$ cat src/rtl/arp_pkg.sv
// Shared ARP transmit constants, frame record and state encoding.
// Frame length follows ARP_PAD_EN: 60 bytes when defined, 42 bytes otherwise.
package arp_pkg;

    localparam logic [15:0] ETH_TYPE_ARP  = 16'h0806;
    localparam logic [15:0] HTYPE_ETH     = 16'h0001;
    localparam logic [15:0] PTYPE_IPV4    = 16'h0800;
    localparam logic [7:0]  HLEN          = 8'd6;
    localparam logic [7:0]  PLEN          = 8'd4;
    localparam logic [15:0] OP_REQUEST    = 16'h0001;
    localparam logic [15:0] OP_REPLY      = 16'h0002;
    localparam int          ARP_FRAME_LEN = 42;
    localparam int          ETH_MIN_LEN   = 60;

`ifdef ARP_PAD_EN
    localparam int FRAME_LEN = ETH_MIN_LEN;
`else
    localparam int FRAME_LEN = ARP_FRAME_LEN;
`endif

    localparam logic [5:0] LAST_IDX = 6'(FRAME_LEN - 1);

    typedef enum logic [1:0] {
        ST_IDLE = 2'd0,
        ST_LOAD = 2'd1,
        ST_SEND = 2'd2,
        ST_GAP  = 2'd3
    } arp_state_e;

    typedef struct packed {
        logic [47:0] dst_mac;
        logic [47:0] src_mac;
        logic [31:0] src_ip;
        logic [15:0] opcode;
        logic [47:0] tgt_mac;
        logic [31:0] tgt_ip;
    } arp_frame_t;

    // Ethernet header plus ARP payload, byte 0 in the top bits.
    function automatic logic [335:0] arp_header(input arp_frame_t f);
        return {f.dst_mac, f.src_mac, ETH_TYPE_ARP, HTYPE_ETH, PTYPE_IPV4,
                HLEN, PLEN, f.opcode, f.src_mac, f.src_ip, f.tgt_mac, f.tgt_ip};
    endfunction

endpackage

$ cat src/rtl/arp_frame_mux.sv
// Combinational byte selector: returns frame byte idx, or PAD_BYTE past the ARP payload.
module arp_frame_mux
    import arp_pkg::*;
#(
    parameter logic [7:0] PAD_BYTE = 8'h00
) (
    input  arp_frame_t  frame,
    input  logic [5:0]  idx,
    output logic [7:0]  byte_out
);

    logic [335:0] hdr_s;
    logic [8:0]   bit_off_s;

    // Pick the addressed byte from the packed header image.
    always_comb begin
        hdr_s     = arp_header(frame);
        bit_off_s = {6'd41 - idx, 3'b000};
        if (idx > 6'd41) begin
            byte_out = PAD_BYTE;
        end else begin
            byte_out = hdr_s[bit_off_s +: 8];
        end
    end

endmodule

$ cat src/rtl/arp_tx.sv
// ARP request/reply frame transmitter streaming Ethernet II frames bytewise.
// Optional ARP_PAD_EN pads frames to 60 bytes with PAD_BYTE.
module arp_tx
    import arp_pkg::*;
#(
    parameter int unsigned GAP_CYCLES = 12,
    parameter logic [7:0]  PAD_BYTE   = 8'h00
) (
    input  logic        tx_clk,
    input  logic        reset,
    input  logic [47:0] local_mac,
    input  logic [31:0] local_ip,
    input  logic        request_send_en,
    input  logic [31:0] request_ip_addr,
    input  logic        reply_send_en,
    input  logic [47:0] reply_mac_addr,
    input  logic [31:0] reply_ip_addr,
    output logic [7:0]  arp_tx_data,
    output logic        arp_tx_valid,
    output logic        arp_tx_last,
    input  logic        arp_tx_ready,
    output logic        busy
);

    localparam logic [7:0] GAP_LAST = 8'(GAP_CYCLES - 1);

    arp_state_e  state_q, state_d;
    logic        req_pend_q, req_pend_d;
    logic        rep_pend_q, rep_pend_d;
    logic [31:0] req_ip_q, req_ip_d;
    logic [47:0] rep_mac_q, rep_mac_d;
    logic [31:0] rep_ip_q, rep_ip_d;
    arp_frame_t  frame_q, frame_d;
    logic [5:0]  cnt_q, cnt_d;
    logic [7:0]  gap_q, gap_d;
    logic [7:0]  data_q, data_d;
    logic        valid_q, valid_d;
    logic        last_q, last_d;
    logic        busy_q, busy_d;

    logic        consume_rep_s;
    logic        consume_req_s;
    logic        load_byte_s;
    logic        clear_byte_s;
    logic [7:0]  byte_s;

    arp_frame_mux #(.PAD_BYTE(PAD_BYTE)) u_mux (
        .frame    (frame_d),
        .idx      (cnt_d),
        .byte_out (byte_s)
    );

    // Pending latches, FSM next state, counters and frame snapshot.
    always_comb begin
        state_d      = state_q;
        req_pend_d   = req_pend_q;
        rep_pend_d   = rep_pend_q;
        req_ip_d     = req_ip_q;
        rep_mac_d    = rep_mac_q;
        rep_ip_d     = rep_ip_q;
        frame_d      = frame_q;
        cnt_d        = cnt_q;
        gap_d        = gap_q;
        valid_d      = valid_q;
        last_d       = last_q;
        load_byte_s  = 1'b0;
        clear_byte_s = 1'b0;

        consume_rep_s = (state_q == ST_LOAD) && rep_pend_q;
        consume_req_s = (state_q == ST_LOAD) && !rep_pend_q && req_pend_q;

        // A fresh pulse outranks the clear from a concurrent LOAD.
        if (request_send_en) begin
            req_pend_d = 1'b1;
            req_ip_d   = request_ip_addr;
        end else if (consume_req_s) begin
            req_pend_d = 1'b0;
        end else begin
            req_pend_d = req_pend_q;
        end

        if (reply_send_en) begin
            rep_pend_d = 1'b1;
            rep_mac_d  = reply_mac_addr;
            rep_ip_d   = reply_ip_addr;
        end else if (consume_rep_s) begin
            rep_pend_d = 1'b0;
        end else begin
            rep_pend_d = rep_pend_q;
        end

        case (state_q)
            ST_IDLE: begin
                if (rep_pend_q || req_pend_q || request_send_en || reply_send_en) begin
                    state_d = ST_LOAD;
                end else begin
                    state_d = ST_IDLE;
                end
            end
            ST_LOAD: begin
                frame_d.src_mac = local_mac;
                frame_d.src_ip  = local_ip;
                if (consume_rep_s) begin
                    frame_d.dst_mac = rep_mac_q;
                    frame_d.opcode  = OP_REPLY;
                    frame_d.tgt_mac = rep_mac_q;
                    frame_d.tgt_ip  = rep_ip_q;
                end else begin
                    frame_d.dst_mac = 48'hFFFF_FFFF_FFFF;
                    frame_d.opcode  = OP_REQUEST;
                    frame_d.tgt_mac = 48'h0000_0000_0000;
                    frame_d.tgt_ip  = req_ip_q;
                end
                if (consume_rep_s || consume_req_s) begin
                    state_d     = ST_SEND;
                    cnt_d       = 6'd0;
                    valid_d     = 1'b1;
                    last_d      = 1'b0;
                    load_byte_s = 1'b1;
                end else begin
                    state_d = ST_IDLE;
                end
            end
            ST_SEND: begin
                if (arp_tx_ready) begin
                    if (cnt_q == LAST_IDX) begin
                        state_d      = ST_GAP;
                        gap_d        = 8'd0;
                        valid_d      = 1'b0;
                        last_d       = 1'b0;
                        clear_byte_s = 1'b1;
                    end else begin
                        cnt_d       = cnt_q + 6'd1;
                        last_d      = (cnt_d == LAST_IDX);
                        load_byte_s = 1'b1;
                    end
                end else begin
                    state_d = ST_SEND;
                end
            end
            ST_GAP: begin
                if (gap_q == GAP_LAST) begin
                    state_d = ST_IDLE;
                    gap_d   = 8'd0;
                end else begin
                    gap_d = gap_q + 8'd1;
                end
            end
            default: begin
                state_d = ST_IDLE;
            end
        endcase

        busy_d = req_pend_d | rep_pend_d | (state_d != ST_IDLE);
    end

    // Output byte register fed from the mux at the next index.
    always_comb begin
        if (load_byte_s) begin
            data_d = byte_s;
        end else if (clear_byte_s) begin
            data_d = 8'h00;
        end else begin
            data_d = data_q;
        end
    end

    // State and output registers with synchronous reset.
    always_ff @(posedge tx_clk) begin
        if (reset) begin
            state_q    <= ST_IDLE;
            req_pend_q <= 1'b0;
            rep_pend_q <= 1'b0;
            req_ip_q   <= 32'd0;
            rep_mac_q  <= 48'd0;
            rep_ip_q   <= 32'd0;
            frame_q    <= '0;
            cnt_q      <= 6'd0;
            gap_q      <= 8'd0;
            data_q     <= 8'h00;
            valid_q    <= 1'b0;
            last_q     <= 1'b0;
            busy_q     <= 1'b0;
        end else begin
            state_q    <= state_d;
            req_pend_q <= req_pend_d;
            rep_pend_q <= rep_pend_d;
            req_ip_q   <= req_ip_d;
            rep_mac_q  <= rep_mac_d;
            rep_ip_q   <= rep_ip_d;
            frame_q    <= frame_d;
            cnt_q      <= cnt_d;
            gap_q      <= gap_d;
            data_q     <= data_d;
            valid_q    <= valid_d;
            last_q     <= last_d;
            busy_q     <= busy_d;
        end
    end

    assign arp_tx_data  = data_q;
    assign arp_tx_valid = valid_q;
    assign arp_tx_last  = last_q;
    assign busy         = busy_q;

endmodule

$ cat config.mk
export PLATFORM = sky130hd
export DESIGN_NAME = arp_tx
export DESIGN_NICKNAME = d
export VERILOG_FILES = /design/src/rtl/arp_pkg.sv /design/src/rtl/arp_frame_mux.sv /design/src/rtl/arp_tx.sv
export SDC_FILE = /design/constraint.sdc
export NUM_CORES = 1
export LEC_CHECK = 0
export ABC_AREA = 1
export CAP_MARGIN = 20
export CORE_ASPECT_RATIO = 0.5
export CORE_MARGIN = 3
export CORE_UTILIZATION = 38
export CTS_CLUSTER_SIZE = 30
export DETAILED_ROUTE_END_ITERATION = 8
export SLEW_MARGIN = 40
export SYNTH_ARGS = -nofsm -noshare
export SYNTH_HDL_FRONTEND = slang
export SYNTH_HIERARCHICAL = 1
export SYNTH_SLANG_ARGS = --single-unit
$ cat constraint.sdc
create_clock -name tx_clk -period 4.5 [get_ports tx_clk]
set_input_delay 0.9 -clock tx_clk [delete_from_list [all_inputs] [get_ports tx_clk]]
set_output_delay 0.9 -clock tx_clk [all_outputs]
set_load 0.03 [all_outputs]
* Yosys cells after proc, flatten, opt, wreduce, memory -nomap -nowiden
Cells that the tools add are included.
Operators by class: add/sub/neg operators 3, reductions and logical operators 16, order comparisons 1, mux-type cells 39, shift operators 1, equality and inequality tests 9, bitwise operators 2
Operators with widths (number):
- $shiftx A336 B10 Y8 | 1
- $mux W224 | 1
- $mux W82 | 1
- $mux W48 | 1
- $mux W8 | 6
- $mux W6 | 3
- $mux W1 | 17
- $pmux W8 S2 | 1
- $eq A6 B6 Y1 const B | 2
- $pmux W6 S2 | 1
- $add A8 B1 Y8 const B | 1
- $eq A8 B4 Y1 const B | 1
- $mux W2 | 4
- $pmux W2 S4 | 1
- $reduce_bool A2 Y1 | 4
- $add A6 B1 Y6 const B | 1
- $gt A6 B6 Y1 const B | 1
- $pmux W1 S2 | 3
- $reduce_and A3 Y1 | 2
- $sub A6 B6 Y6 const A | 1
- $eq A2 B2 Y1 const B | 2
- $logic_or A1 B1 Y1 | 4
- $ne A2 B2 Y1 const B | 2
- $reduce_and A4 Y1 | 1
- 6 further kinds | 9
Storage, ports and cells: output and inout port bits 11, word-level logic and storage cells 89, flip-flop bits (word level) 365

* Longest topological paths before layout
word-level depth 10, mapped depth 26, mapped depth without buffers 23

* By module
The synthesis kept the hierarchy.
By module, submodules not included:
- arp_tx | sequential area each 7307.0 µm², area each 14173.6 µm², instances 1, cells each 1936
- arp_frame_mux | sequential area each 0.0 µm², area each 2565.0 µm², instances 1, cells each 618

* Worst setup path before layout
Ideal clock, no wire load.
path type input to register, start point input port arp_tx_ready, end point register data_q[1] (netlist: arp_tx_data[1]), slack 1.029 ns, stages 22, buffers on the path 5, data arrival time 3.339 ns, library setup time 0.132 ns, cells stage by stage nand2_2 -> inv_2 -> nand3_2 -> buf_4 -> inv_2 -> nand2_1 -> nand2_1 -> buf_4 -> inv_2 -> buf_1 -> ha_1 -> clkbuf_1 -> clkinv_1 -> clkbuf_1 -> a21oi_1 -> nand4_1 -> nand3_1 -> nand2_1 -> nand3_1 -> a21oi_1 -> nand2_1 -> a21oi_1
Between the ends: cells in the longest elaborated chain, start to end 6, elaborated cells on any way between the ends 12, those cells by class add/sub (1); order compare (1); shift (1); mux (8); reduce/logical (1)
Ends and longest elaborated chain:
- start, declared | line arp_tx.sv:21 | input logic arp_tx_ready,
- $mux W6 * | line arp_tx.sv:125 | if (arp_tx_ready) begin
- $pmux W6 S2 * | line arp_tx.sv:92 | case (state_q)
- named net cnt_d[1] | line arp_tx.sv:34 | logic [5:0] cnt_q, cnt_d;
- $sub A6 B6 Y6 | line arp_frame_mux.sv:18 | bit_off_s = {6'd41 - idx, 3'b000};
- $shiftx A336 B10 Y8 | line arp_frame_mux.sv:22 | byte_out = hdr_s[bit_off_s +: 8];
- $mux W8 * | line arp_frame_mux.sv:19 | if (idx > 6'd41) begin
- named net byte_s[1] | line arp_tx.sv:45 | logic [7:0] byte_s;
- $mux W8 * | line arp_tx.sv:159 | if (load_byte_s) begin
- end signal, assigned | line arp_tx.sv:194 | data_q <= data_d;
- end, declared | line arp_tx.sv:36 | logic [7:0] data_q, data_d;
Mark *: on every way through the listed nets, which the timed path passes. The rest lies on a longest branch. A chain may end at the register's enable or synchronous reset.

* Final worst setup path
start point input port arp_tx_ready, end point register data_q[6] (netlist: arp_tx_data[6])
The elaborated chain is that of the path after synthesis.

==> flow_metrics.py <==
metrics = {
    "global_routing": {
        "grt_pass1_wl_mm": 82.5,
        "grt.overflow.total": 0,
        "grt_pass1_vias": 15000,
        "grt_usage_pct": 22.0,
        "antenna_found_initial": 0,
        "grt_max_degree": 207,
    },
    "setup_path": {
        "crit_top_cell": "nand2_1",
        "arrival_ps": 4310,
        "cp_cell_sequence": "clkdlybuf4s50_1 -> nand2_2 -> inv_2 -> nand3_2 -> inv_2 -> nand2_1 -> nand2_1 -> buf_4 -> nand2_1 -> clkinv_1 -> buf_4 -> nand2_1 -> nand2_1 -> a21oi_1 -> a21oi_1 -> nand2_1 -> a21oi_1 -> nand2_1 -> a21oi_1",
        "reg2regPathDepth": 19,
        "crit_slowest_cell": "clkdlybuf4s50_1",
        "max_stage_delay_ps": 570,
        "cp_data_required_time_ps": 4960,
        "crit_type": "input pin to flop",
        "end_kind": "flop",
        "r2r_start": "state_q[0]$_SDFF_PP0_",
        "cp-start-kind": "input pin",
        "cp_max_fo": 36,
        "ff2ff_setup_slack_ps": 760,
        "worstReg2RegEnd": "arp_tx_data[6]$_SDFFE_PP0P_",
    },
    "routing": {
        "routed_via_density": 4.88,
        "drt_iter0_markers": 1326,
        "wl_per_cell_um": 16.0,
        "antenna_left": 0,
        "drc": 0,
        "wl_mm": 52.7,
        "vias": 16000,
        "dr.pass1.iters": 5,
    },
    "floorplan": {
        "initial_core_util_pct": 39.2,
        "die_y_um": 154,
        "core.rowCount": 53,
        "coreArea_mm2": 0.0427,
        "ios": 208,
        "dieArea_mm2": 0.0468,
        "die_x_um": 303,
    },
    "synthesis": {
        "synth.distinct_cells": 31,
        "synth_fp_nets": 2760,
        "synth.area.top_cells": "dfxtp_1 (44%), nand2_1 (19%), a21oi_1 (7.0%)",
        "ys_warn_count": 6,
        "synth_ff_type": "dfxtp_1",
        "yosys.area.top_type": "dfxtp_1",
        "synth_top_cell_area_share_pct": 43.7,
        "synth_edf_count": 0,
        "yosysSeqAreaShare_pct": 43.7,
        "postSynthAreaPerCell_um2": 6.55,
        "async_reset_ff_share_pct": 0,
        "synth_seq_cells": 365,
        "synth_area_mm2": 0.0167,
        "synthCells": 2554,
    },
    "pwr": {
        "p_leak_nw": 9.01,
        "ir_drop_uv": 192,
        "powerDensity_mw_per_mm2": 377,
    },
    "hold_path": {
        "hold_end": "frame_q[92]$_SDFF_PP0_",
        "worstHoldPathCells": 2,
        "min_from": "frame_q[92]$_SDFF_PP0_",
        "min_path_type": "flop to flop",
    },
    "placement": {
        "post-place-ws_ps": 160,
        "dpl.hpwl_mm": 36.4,
        "gp_congestion": 0.930,
        "io_buffer_count": 207,
    },
    "sta": {
        "min_period_ps": 3850,
        "setup_ws_ps": 652,
        "max_slew_margin_pct": 52.8,
        "rsz0062_at_grt": "false",
        "skew_ps": 17.9,
        "fin_crit_sh_pct": 85.5,
        "clock.fmax_ghz": 0.260,
        "hold_viol_final": 0,
        "worst-slew-pin-transition_ps": 708,
        "setup-tns-final_ps": 0,
        "slew_viol_final": 0,
        "setup_viol": 0,
    },
    "cts": {
        "cts_resized": 0,
        "post_cts_buffers": 0,
        "clkTransAtPathRegs_ps": 70,
        "cts_tree": "built",
        "clock_sinks": 365,
        "cts.hold.buffers_added": 0,
        "clockBufferDepth": 3,
        "cts_inserted_buffers": 35,
        "cts_max_level": 2,
        "root_buffer": "clkbuf_16",
        "insertion_delay_ps": 530,
    },
    "cells_and_area": {
        "fin_nets": 2887,
        "insertedDiodeCount": 0,
        "syn2layout_area_growth_pct": 22.1,
        "layout-drive-gt1-share_pct": 4.73,
        "final_common_cell": "nand2_1",
        "mostFrequentLayoutCells": "nand2_1 (867), dfxtp_1 (365), nor2_1 (288), a21oi_1 (235), inv_1 (233)",
    },
    "status": {
        "status": "finished clean",
    },
    "flow_run": {
        "drv_cap": 0,
    },
}
cell type report:
cell class,count,area [µm²]
well taps,577,722
fillers,4523,22300
flip-flops and latches,365,7310
multi-input cells,1788,7830
repair buffers,245,2430
clock inverters,12,144
inverters,246,930
clock buffers,51,1070
kinds of logic after synthesis:
logic type / Yosys count / share of synthesized area (%)
flops: 365 / 43.7
simple gates: 1356 / 32.7
fa+ha+maj: 9 / 0.673
buf+inv: 401 / 9.64
xor+xnor: 3 / 0.157
compound gates: 420 / 13.1
worst max-delay path: cells and delay by family:
kind	cells	cell delay [ps]
AO/OA/AOI/OAI	4	730
AND/OR/NAND/NOR	9	780
buffers and inverters	6	1850
worst max-delay path by stage:
stage / from / to / slack, ps / cells past startpoint
after floorplan: arp_tx_ready / arp_tx_data[1]$_SDFFE_PP0P_ / 1030 / 22
after global placement: arp_tx_ready / arp_tx_data[6]$_SDFFE_PP0P_ / 210 / 19
after detailed placement: arp_tx_ready / arp_tx_data[6]$_SDFFE_PP0P_ / 160 / 19
after CTS: arp_tx_ready / arp_tx_data[6]$_SDFFE_PP0P_ / 700 / 19
after global routing: arp_tx_ready / arp_tx_data[6]$_SDFFE_PP0P_ / 390 / 19
final: arp_tx_ready / arp_tx_data[6]$_SDFFE_PP0P_ / 650 / 19
sequential cells by signal, indices dropped and copies added (netlist names):
| register | count |
|---|---|
| req_ip_q | 32 |
| gap_q | 8 |
| state_q | 2 |
| arp_tx_data | 8 |
| arp_tx_valid | 1 |
| arp_tx_last | 1 |
| rep_pend_q | 1 |
| rep_mac_q | 48 |
| busy | 1 |
| rep_ip_q | 32 |
| frame_q | 224 |
| req_pend_q | 1 |
| cnt_q | 6 |
per-layer routing:
layer  global-route usage [%]  share of wire, %
met1                     32.3                49
met2                     34.1                43
met3                     3.98               6.5
met4                     3.90               1.4
met5                        0                 0
synthesized netlist by cell type (2+ instances only):
cell type / number
buf_4: 5
a22o_1: 8
nand4_1: 28
clkinv_1: 2
and2_1: 48
xor2_1: 3
dfxtp_1: 365
nand2_1: 867
nor2_2: 8
nor2_1: 289
a21oi_1: 235
buf_2: 63
o21ai_0: 124
o21ai_1: 3
nand3_1: 91
clkbuf_1: 74
inv_2: 9
inv_1: 235
nand2_2: 4
nor3_1: 16
ha_1: 9
buf_1: 12
o22ai_1: 48
stage by stage:
stage	cell area (µm²)	util, %	total power, mW	cells	hold WS (ps)
after floorplan	16700	-	4.20	2554	416
after global placement	19200	44.9	4.63	3220	424
after detailed placement	19200	44.9	4.64	3220	427
after CTS	20400	47.8	7.77	3283	439
after global routing	20400	47.8	8.05	3284	462
final	20400	47.8	7.71	3284	439
power by group:
group	total, mW	internal [mW]	switching, mW
Clock	3.13	1.83	1.30
Combinational	1.09	0.426	0.664
Sequential	3.48	3.43	0.0593
Power figures use the tool's default switching activity.
